`src/rtl/spi_interface_slave.sv`:
```
// SPI slave endpoint: oversamples sck/cs/mosi in the clk domain, shifts mosi into dout and din onto miso.
// Optional SPI_SLAVE_ABORT_FLAG_EN adds frame_abort / abort_bits reporting for frames cut short by cs.
module spi_interface_slave #(
    parameter int SPI_MAX_WIDTH_LOG = 4
) (
    input  logic                                clk,
    input  logic                                rst_n,
    input  logic                                sck,
    input  logic                                cs,
    input  logic                                mosi,
    output logic                                miso,
    input  logic                                config_req,
    input  logic [SPI_MAX_WIDTH_LOG+1:0]        config_data,
    input  logic [(1<<SPI_MAX_WIDTH_LOG)-1:0]   din,
    output logic [(1<<SPI_MAX_WIDTH_LOG)-1:0]   dout,
    output logic                                dout_valid,
    output logic                                busy
`ifdef SPI_SLAVE_ABORT_FLAG_EN
    ,
    output logic                                frame_abort,
    output logic [SPI_MAX_WIDTH_LOG:0]          abort_bits
`endif
);
    localparam int SMWL = SPI_MAX_WIDTH_LOG;
    localparam int DW   = 1 << SMWL;

    typedef enum logic [1:0] {IDLE, ACTIVE, DONE, WAIT_CS} state_t;

    logic            sck_s1_q, sck_s2_q, sck_d_q;
    logic            cs_s1_q, cs_s2_q, cs_d_q;
    logic            mosi_s1_q, mosi_s2_q;
    state_t          state_q, state_d;
    logic            cpol_q, cpol_d, cpha_q, cpha_d;
    logic [SMWL-1:0] width_q, width_d;
    logic [DW-1:0]   tx_q, tx_d, rx_q, rx_d, dout_q, dout_d;
    logic [SMWL:0]   cnt_q, cnt_d;
    logic            miso_q, miso_d, dout_valid_q, dout_valid_d, busy_q, busy_d;
`ifdef SPI_SLAVE_ABORT_FLAG_EN
    logic            abort_q, abort_d;
    logic [SMWL:0]   abort_bits_q, abort_bits_d;
`endif

    logic            sck_rise, sck_fall, lead_edge, trail_edge, sample_edge, shift_edge, cs_fall;
    logic [SMWL-1:0] tx_idx;

    assign sck_rise    = sck_s2_q & ~sck_d_q;
    assign sck_fall    = ~sck_s2_q & sck_d_q;
    assign lead_edge   = cpol_q ? sck_fall : sck_rise;
    assign trail_edge  = cpol_q ? sck_rise : sck_fall;
    assign sample_edge = cpha_q ? trail_edge : lead_edge;
    assign shift_edge  = cpha_q ? lead_edge : trail_edge;
    assign cs_fall     = cs_d_q & ~cs_s2_q;
    // Next bit to present is the MSB minus the number of bits already sampled.
    assign tx_idx      = width_q - cnt_q[SMWL-1:0];

    always_ff @(posedge clk) begin
        if (!rst_n) begin
            sck_s1_q  <= 1'b0;
            sck_s2_q  <= 1'b0;
            sck_d_q   <= 1'b0;
            cs_s1_q   <= 1'b1;
            cs_s2_q   <= 1'b1;
            cs_d_q    <= 1'b1;
            mosi_s1_q <= 1'b0;
            mosi_s2_q <= 1'b0;
        end else begin
            sck_s1_q  <= sck;
            sck_s2_q  <= sck_s1_q;
            sck_d_q   <= sck_s2_q;
            cs_s1_q   <= cs;
            cs_s2_q   <= cs_s1_q;
            cs_d_q    <= cs_s2_q;
            mosi_s1_q <= mosi;
            mosi_s2_q <= mosi_s1_q;
        end
    end

    always_ff @(posedge clk) begin
        if (!rst_n) begin
            state_q      <= IDLE;
            cpol_q       <= 1'b0;
            cpha_q       <= 1'b0;
            width_q      <= '1;
            tx_q         <= '0;
            rx_q         <= '0;
            dout_q       <= '0;
            cnt_q        <= '0;
            miso_q       <= 1'b0;
            dout_valid_q <= 1'b0;
            busy_q       <= 1'b0;
`ifdef SPI_SLAVE_ABORT_FLAG_EN
            abort_q      <= 1'b0;
            abort_bits_q <= '0;
`endif
        end else begin
            state_q      <= state_d;
            cpol_q       <= cpol_d;
            cpha_q       <= cpha_d;
            width_q      <= width_d;
            tx_q         <= tx_d;
            rx_q         <= rx_d;
            dout_q       <= dout_d;
            cnt_q        <= cnt_d;
            miso_q       <= miso_d;
            dout_valid_q <= dout_valid_d;
            busy_q       <= busy_d;
`ifdef SPI_SLAVE_ABORT_FLAG_EN
            abort_q      <= abort_d;
            abort_bits_q <= abort_bits_d;
`endif
        end
    end

    always_comb begin
        state_d      = state_q;
        cpol_d       = cpol_q;
        cpha_d       = cpha_q;
        width_d      = width_q;
        tx_d         = tx_q;
        rx_d         = rx_q;
        dout_d       = dout_q;
        cnt_d        = cnt_q;
        miso_d       = miso_q;
        dout_valid_d = 1'b0;
        busy_d       = busy_q;
`ifdef SPI_SLAVE_ABORT_FLAG_EN
        abort_d      = 1'b0;
        abort_bits_d = abort_bits_q;
`endif
        case (state_q)
            IDLE: begin
                // A config written in the same cycle as cs falling applies to that frame.
                if (config_req) begin
                    {cpol_d, cpha_d, width_d} = config_data;
                end
                if (cs_fall) begin
                    state_d = ACTIVE;
                    tx_d    = din;
                    rx_d    = '0;
                    cnt_d   = '0;
                    busy_d  = 1'b1;
                    if (!cpha_d) begin
                        miso_d = din[width_d];
                    end
                end
            end
            ACTIVE: begin
                if (cs_s2_q) begin
                    state_d = IDLE;
                    miso_d  = 1'b0;
                    busy_d  = 1'b0;
`ifdef SPI_SLAVE_ABORT_FLAG_EN
                    abort_d      = 1'b1;
                    abort_bits_d = cnt_q;
`endif
                end else if (sample_edge) begin
                    rx_d  = {rx_q[DW-2:0], mosi_s2_q};
                    cnt_d = cnt_q + 1'b1;
                    if (cnt_q == {1'b0, width_q}) begin
                        state_d = DONE;
                    end
                end else if (shift_edge) begin
                    miso_d = tx_q[tx_idx];
                end
            end
            DONE: begin
                dout_d       = rx_q;
                dout_valid_d = 1'b1;
                state_d      = WAIT_CS;
            end
            WAIT_CS: begin
                if (cs_s2_q) begin
                    busy_d  = 1'b0;
                    miso_d  = 1'b0;
                    state_d = IDLE;
                end
            end
            default: state_d = IDLE;
        endcase
    end

    assign miso       = miso_q;
    assign dout       = dout_q;
    assign dout_valid = dout_valid_q;
    assign busy       = busy_q;
`ifdef SPI_SLAVE_ABORT_FLAG_EN
    assign frame_abort = abort_q;
    assign abort_bits  = abort_bits_q;
`endif

endmodule

```
`config.mk`:
```
export PLATFORM = sky130hd
export DESIGN_NAME = spi_interface_slave
export DESIGN_NICKNAME = d
export VERILOG_FILES = /design/src/rtl/spi_interface_slave.sv
export SDC_FILE = /design/constraint.sdc
export NUM_CORES = 1
export LEC_CHECK = 0
export ABC_AREA = 0
export CAP_MARGIN = 25
export CORE_MARGIN = 3
export CORE_UTILIZATION = 30
export DETAILED_ROUTE_END_ITERATION = 10
export PLACE_DENSITY = 0.48
export SYNTH_ARGS = -nofsm -noshare
export SYNTH_HDL_FRONTEND = slang
export SYNTH_SLANG_ARGS = --single-unit
export TNS_END_PERCENT = 50
```
`constraint.sdc`:
```
create_clock -name clk -period 5.15 [get_ports clk]
set_input_delay 0.7725 -clock clk [delete_from_list [all_inputs] [get_ports clk]]
set_output_delay 0.7725 -clock clk [all_outputs]
set_load 0.05 [all_outputs]
```
# --- Yosys cells after proc, flatten, opt, wreduce, memory -nomap -nowiden ---
# Index checks and enable logic that the tools add are counted.
word_totals:
  ff_bits: 72
  input_bits: 28
classes:
  addsub: 2
  order_cmp: 2
  n_eq_ne: 14
  n_mux: 36
  bitwise: 6
  n_reduce_logical: 11
ops:
  columns: ["operator", "n"]
  rows:
  - ["2-to-1 mux 16 bit", 3]
  - ["case mux 16 bit (2 select lines)", 1]
  - ["2-to-1 mux 1 bit", 16]
  - ["2-to-1 mux 5 bit", 3]
  - ["!= test 3 bit, second input constant", 4]
  - ["< comparator 4 x 5 -> 1 bit, second input constant", 2]
  - ["2-to-1 mux 2 bit", 5]
  - ["!= test 2 bit, second input constant", 5]
  - ["case mux 5 bit (2 select lines)", 1]
  - ["binary-select mux 1 bit (select 4 bit)", 2]
  - ["2-to-1 mux 4 bit", 2]
  - ["case mux 2 bit (4 select lines)", 1]
  - ["AND reduction 4 bit", 2]
  - ["AND reduction 6 bit", 1]
  - ["adder 5 x 1 -> 5 bit, second input constant", 1]
  - ["equality test 5 x 4 -> 1 bit", 1]
  - ["equality test 2 bit, second input constant", 2]
  - ["AND reduction 2 bit", 2]
  - ["nonzero test 2 bit", 2]
  - ["subtractor 4 bit", 1]
  - ["AND 1 bit", 3]
  - ["NOT 1 bit", 3]
  - ["case mux 1 bit (3 select lines)", 1]
  - ["AND reduction 3 bit", 1]
  - ["other kinds (6)", 6]

# --- Depth between registers and ports, before layout ---
# Gate-level depths: netlist of run 1.
logic_depth:
  word_depth: 8
  mapped_depth: 11
  depth_no_buf: 10

# --- Least setup slack after synthesis of run 1 ---
# No wires, ideal clock.
synth_timing:
  path_type: "register to register"
  startpoint: "reg cnt_q[0]"
  endpoint: "reg miso_q, in the netlist miso"
  arrival_time_ns: 2.233
  required_ns: 5.023
  path_slack_ns: 2.790
  path_stages_with_launch: 11
  period_less_slack_ns: 2.360
  cell_sequence: "dfxtp_1 -> ha_1 -> inv_1 -> fa_1 -> buf_2 -> mux4_2 -> nor2_1 -> a21oi_1 -> and3_1 -> o21ai_0 -> a31oi_1"
synth_via:
  elab_chain_cells: 7
synth_lines:
  columns: ["item", "line", "rtl"]
  rows:
  - ["start: declaration", "36", "logic [SMWL:0] cnt_q, cnt_d;"]
  - ["start signal: assignment", "103", "cnt_q <= cnt_d;"]
  - ["subtractor 4 bit", "54", "assign tx_idx = width_q - cnt_q[SMWL-1:0];"]
  - ["binary-select mux 1 bit (select 4 bit)", "163", "miso_d = tx_q[tx_idx];"]
  - ["2-to-1 mux 1 bit (implied by the code)", "163", null]
  - ["2-to-1 mux 1 bit", "162", "end else if (shift_edge) begin"]
  - ["2-to-1 mux 1 bit", "156", "end else if (sample_edge) begin"]
  - ["2-to-1 mux 1 bit", "148", "if (cs_s2_q) begin"]
  - ["case mux 1 bit (3 select lines)", "130", "case (state_q)"]
  - ["end signal: assignment", "104", "miso_q <= miso_d;"]
  - ["end: declaration", "37", "logic miso_q, miso_d, dout_valid_q, dout_valid_d, busy_q, busy_d;"]
# Every way passes these cells. The select of a mux whose other input is x is not followed.
# A chain may end at the register's enable or synchronous reset.

# --- Worst setup path in the final report of run 1 ---
layout_timing:
  startpoint: "in config_req"
  endpoint: "reg miso_q, in the netlist miso"
layout_via:
  elab_chain_cells: 7
  word_cells_on_any_way: 11
layout_lines:
  columns: ["item", "line", "rtl"]
  rows:
  - ["start: declaration", "12", "input logic config_req,"]
  - ["2-to-1 mux 4 bit", "133", "if (config_req) begin"]
  - ["2-to-1 mux 4 bit", "130", null]
  - ["binary-select mux 1 bit (select 4 bit)", "143", "miso_d = din[width_d];"]
  - ["2-to-1 mux 1 bit (implied by the code)", "143", null]
  - ["2-to-1 mux 1 bit", "142", "if (!cpha_d) begin"]
  - ["2-to-1 mux 1 bit", "136", "if (cs_fall) begin"]
  - ["case mux 1 bit (3 select lines)", "130", null]
# Several ways; a longest one is shown, not always the timed one. The select of a mux whose other input is x is not followed.

==> flow_summary.toml, run 1 <==
[routing]
drcViolationCount = 0
vias = 2602
routed_wl_um = 7900
drtPass1Iterations = 4
wl_per_cell_um = 14.3
drt_iter0_markers = 104
vias_per_cell = 4.72
antenna_left = 0

[synthesis]
yosys.area_share.adder_pct = 2.19
synth_top_family_by_area = "simple AND/OR/NAND/NOR gates"
synth_cell_types = 39
synth-edff-count = 0
synth.area.mux_share_pct = 6.84
syn_area_per_cell_um2 = 8.62
synthFlopType = "dfxtp_1"
netlist.area_leader.share_pct = 45.1
synth_nets = 404
seq_area_frac_synth_pct = 45.1
yosysMostFrequentCell = "nand2_1"
netlist_area_um2 = 3200
synth-simple-area-share_pct = 22.4
synth_compound_area_share_pct = 17.9
synth-seq-cells = 72
ys_top_cells_by_count = "nand2_1 (97), dfxtp_1 (72), a21boi_1 (33), nand3_1 (20), a21boi_0 (19)"
synthArstFlopShare_pct = 0
synth_xor_area_share_pct = 1.92
yosysWarnings = 0
yosys.area.top_type = "dfxtp_1"
synthCells = 371
yosys-top-cells-area = "dfxtp_1 (45%), nand2_1 (11%), a21boi_1 (7.7%), a21boi_0 (4.5%), mux2i_1 (4.4%)"

[critical_path]
r2r-start = "cnt_q[0]"
worst-path-buf-inv = 1
reg2reg_slack_ns = 2.46
path_class = "in -> reg"
crit_fanout = 14
critPathCaptureType = "flop"
crit_chain = "clkdlybuf4s50_1, mux2i_4, mux2i_1, a222oi_1, and4b_1, a21oi_1, a31oi_1"
slowest_stage = "clkdlybuf4s50_1"
arrival_ns = 3.06
cpPeakStageDelay_ns = 0.81
critPathTopFamily = "buffers and inverters"
startpoint_type = "input port"
required_ns = 5.41
worstReg2RegEnd = "miso"
reg2reg_depth = 9
crit_start = "config_req"

[placed_design]
post-dp-hpwl_um = 5410
io_buffers = 46
globalplace.congestion = 0.747

[min_path]
hold_path_end = "cs_s2_q"
hold_path_depth = 1
hold_class = "reg -> reg"
min-delay-start = "cs_s1_q"

[floorplanning]
initial_core_util_pct = 30.9
die_w_um = 109
dieArea_um2 = 11900
core_um2 = 10400
ios = 47
die_h_um = 109
row_count = 37

[cts]
h-tree-depth = 3
cts_tree = "yes"
ctsResizeCount = 0
worst_skew_pair.late_latency_ns = 0.34
cts_buffers = 9
root_buffer = "clkbuf_8"
hold_buffers = 0
path_clk_slew_ns = 0.08
cts_setup_buffers = 0
cts.sinks = 72
ctsLongestPathBuffers = 2

[global_route]
grt_usage_pct = 13.7
grt_pass1_vias = 2559
grt_max_degree = 50
grt_pass1_wl_um = 12800
grt-ovfl-total = 0
antenna_found_initial = 0

[layout]
drive_gt1_share_pct = 6.99
seq_area_um2 = 1440
antenna_cells = 0
fillCellCount = 1085
multi_input_area_um2 = 1640
syn_to_final_growth_pct = 25.4
fin_nets = 443

[sta]
final-hold-violation-count = 0
fin_crit_ns = 2.79
skew_ns = 0.00723
tns_ns = 0
slew_viol_final = 0
fmax_mhz = 358
holdWs_ns = 0.415
post-route-period-util_pct = 54.2
worst_pin_slew_ns = 0.825
rsz0062_at_grt = "no"
setup_viol = 0
max_slew_margin_pct = 45.0

[job]
maxCapViolCount = 0

[power_and_ir_drop]
ir_worst_vdd_mv = 0.143
p_leak_uw = 0.00141
powerDensity_nw_per_um2 = 300

[run_status]
status = "completed"
==> sequential cells by signal, indices dropped and copies added (netlist names), 4 cells and up, named ones only <==
name and flops:
cnt_q 5, rx_q 16, dout 16, width_q 4, tx_q 16
==> placed cells by master, fill, tap and decap left out, types with 6 or more instances in the layout <==
cell type        count
nor2b_1              7
a21oi_1              6
clkdlybuf4s50_1     45
nand3_1             20
xor2_1               6
clkbuf_8             9
inv_1                7
mux2i_1             14
o21ai_0              7
nand2b_1             9
nand2_1             97
a21boi_0            19
dfxtp_1             72
nor2_1               8
and2_1               6
a21boi_1            33
==> metal layers <==
metal	wire length, µm	GRT usage [%]
met1	3670	17.1
met4	91	4.81
met2	3800	23.3
met5	0	0
met3	338	3.20
==> how the worst max path moves through the flow <==
stage / slack (ns) / end / depth (start not counted)
after floorplan: 2.79 / miso / 10
after global placement: 2.12 / miso / 7
after detailed placement: 2.03 / miso / 7
after CTS: 2.38 / miso / 7
after global routing: 2.26 / miso / 9
final: 2.36 / miso / 7
==> power breakdown <==
group / total [µW] / switching, µW / internal, µW / leakage (µW)
registers: 577 / 9.20 / 568 / 0.000584
logic: 120 / 63.0 / 57.2 / 0.000720
clock network: 506 / 228 / 278 / 0.000110
==> area by class of cell <==
type,instances,area share [%]
clock buffer,9,3.09
clock inverter,7,2.56
inverter,7,0.655
multi-input combinational,269,40.8
sequential,72,35.9
tap,136,4.24
timing repair buffer,51,12.7
==> cell families (layout without fill, tap and decap cells) <==
group,Yosys count,after routing
AO/OA/AOI/OAI,80,80
XOR/XNOR,7,7
adder cells (fa/ha/maj),5,5
buffers and inverters,30,74
flip-flops,72,72
multiplexers,18,18
AND/OR/NAND/NOR,159,159
==> through the flow <==
| stage | total power (µW) | utilization (%) | area, µm² | instances | worst slack, ns |
|---|---|---|---|---|---|
| after floorplan | 661 | - | 3200 | 371 | 2.79 |
| after global placement | 708 | 36.2 | 3750 | 533 | 2.12 |
| after detailed placement | 711 | 36.5 | 3780 | 535 | 2.03 |
| after CTS | 1220 | 38.7 | 4010 | 551 | 2.38 |
| after global routing | 1260 | 38.7 | 4010 | 551 | 2.26 |
| final | 1200 | 38.7 | 4010 | 551 | 2.36 |
Power figures use the tool's default switching activity.
==> inputs of run 2 (changes only) <==
--- a/config.mk
+++ b/config.mk
@@ -10,7 +10,7 @@
 export CORE_MARGIN = 3
 export CORE_UTILIZATION = 30
 export DETAILED_ROUTE_END_ITERATION = 10
-export PLACE_DENSITY = 0.48
+export PLACE_DENSITY = 0.5
 export SYNTH_ARGS = -nofsm -noshare
 export SYNTH_HDL_FRONTEND = slang
 export SYNTH_SLANG_ARGS = --single-unit
==> constraint.sdc (replaced) <==
create_clock -name clk -period 2.5 [get_ports clk]
set_input_delay 0.375 -clock clk [delete_from_list [all_inputs] [get_ports clk]]
set_output_delay 0.375 -clock clk [all_outputs]
set_load 0.05 [all_outputs]
==> run 2 against run 1 <==
  * Clock skew grew 0.0066 ns
  * Combinational power grew 120%
  * Critical path type is now reg -> reg
  * Largest power group unchanged
  * Sequential share of layout area shrank 0.22 points
  * Core utilization grew 0.30 points
==> flow_summary.toml, run 2 (synthesis results as in run 1) <==
[run_status]
status = "completed"

[power_and_ir_drop]
ir_worst_vdd_mv = 0.247
p_leak_uw = 0.00144
powerDensity_nw_per_um2 = 580
power_uw = 2350

[layout]
fin_nets = 453
final_cell_count_no_fill = 561
most-common-layout-cells = "nand2_1 (97), dfxtp_1 (70), clkdlybuf4s50_1 (45)"
design_area_um2 = 4040
antenna_cells = 0
drive_gt1_share_pct = 9.88
syn_to_final_growth_pct = 26.4
final_common_cell = "nand2_1"

[placed_design]
globalplace.congestion = 0.827
dpl.cell_count = 544
io_buffers = 46
place_area_um2 = 3840
post-dp-hpwl_um = 5540

[critical_path]
required_ns = 2.72
r2r-start = "width_q[0]"
cp_common_cell = "inv_1"
path_class = "reg -> reg"
crit_fanout = 3
arrival_ns = 2.57
worst-path-buf-inv = 2
startpoint_type = "flop"
cpPeakStageDelay_ns = 0.57
crit_start = "width_q[0]"
critPathTopFamily = "adder cells"
crit_chain = "inv_1, ha_1, inv_1, fa_2, mux4_2, nor2_2, a21oi_1, and3_1, o21ai_1, a31oi_1"
slowest_stage = "fa_2"
critPathCaptureType = "flop"

[floorplanning]
die_w_um = 109
row_count = 37
dieArea_um2 = 11900
die_h_um = 109
initial_core_util_pct = 30.9
core_um2 = 10400
ios = 47

[routing]
vias_per_cell = 4.77
drtPass1Iterations = 5
wl_per_cell_um = 14.1
drcViolationCount = 0
antenna_left = 0
routed_wl_um = 7890
drt_iter0_markers = 112
vias = 2674

[global_route]
grt-ovfl-total = 0
grt_usage_pct = 14.1
grt_pass1_vias = 2723
antenna_found_initial = 0
grt_max_degree = 38
grt_pass1_wl_um = 13200

[sta]
fin_crit_ns = 2.35
setup_viol = 0
slew_viol_final = 0
max_slew_margin_pct = 55.1
fmax_mhz = 425
post-route-period-util_pct = 94.1
final-hold-violation-count = 0
tns_ns = 0
holdWs_ns = 0.417
skew_ns = 0.0138
worst_pin_slew_ns = 0.674
rsz0062_at_grt = "no"

[min_path]
hold_class = "reg -> reg"
min-delay-start = "cs_s1_q"

[cts]
cts_tree = "yes"
h-tree-depth = 3
cts.sinks = 72
ctsLongestPathBuffers = 2
cts_buffers = 9
worst_skew_pair.late_latency_ns = 0.35
path_clk_slew_ns = 0.08
root_buffer = "clkbuf_8"

[job]
maxCapViolCount = 0
-- run 2: worst paths after layout --
path / endpoint / slack [ns] / cells after the start
hold reg to reg: cs_s2_q / 0.42 / 1
hold / removal: cs_s2_q / 0.42 / 1
setup / recovery: miso / 0.15 / 10
setup reg to reg: miso / 0.15 / 10
-- run 2: layout make-up --
class	count	area [µm²]
Timing Repair Buffer	61	568
Clock buffer	11	131
Tap cell	136	170
Clock inverter	5	56.3
Fill cell	1109	6330
Sequential cell	72	1440
Multi-Input combinational cell	269	1650
Inverter	7	26.3
-- run 2: worst reg2reg max path, delay by kind of cell, from the launching register on --
kind / cells / cell delay (ns)
simple gates: 2 / 0.28
flops: 1 / 0.33
mux: 1 / 0.51
buf+inv: 2 / 0.13
fa+ha+maj: 2 / 0.73
compound gates: 3 / 0.26
-- run 2: through the flow --
stage / setup WS, ns / util (%)
after global routing: 0.00102 / 39.0
after CTS: 0.0392 / 38.8
final: 0.148 / 39.0
after detailed placement: 0.0426 / 37.0
after floorplan: 0.140 / -
after global placement: 0.112 / 37.0
-- run 2: metal layers --
layer	part of all wire, %	routed length (µm)	GRT usage, %
met1	47	3730	17.7
met2	45	3590	23.1
met3	5.7	453	4.68
met4	1.5	117	4.10
met5	0	0	0
-- run 2: repair_timing --
item                       CTS  global route
setup endpoints to repair    0             1
setup buffers                0             1
hold buffers                 0             0
gates resized for setup      0             6
-- run 2: report_power, final --
group          total, µW  internal (µW)  switching [µW]  leakage (µW)
combinational        260            127             133      0.000763
sequential          1190           1170            18.4      0.000584
clock                897            462             435     0.0000937
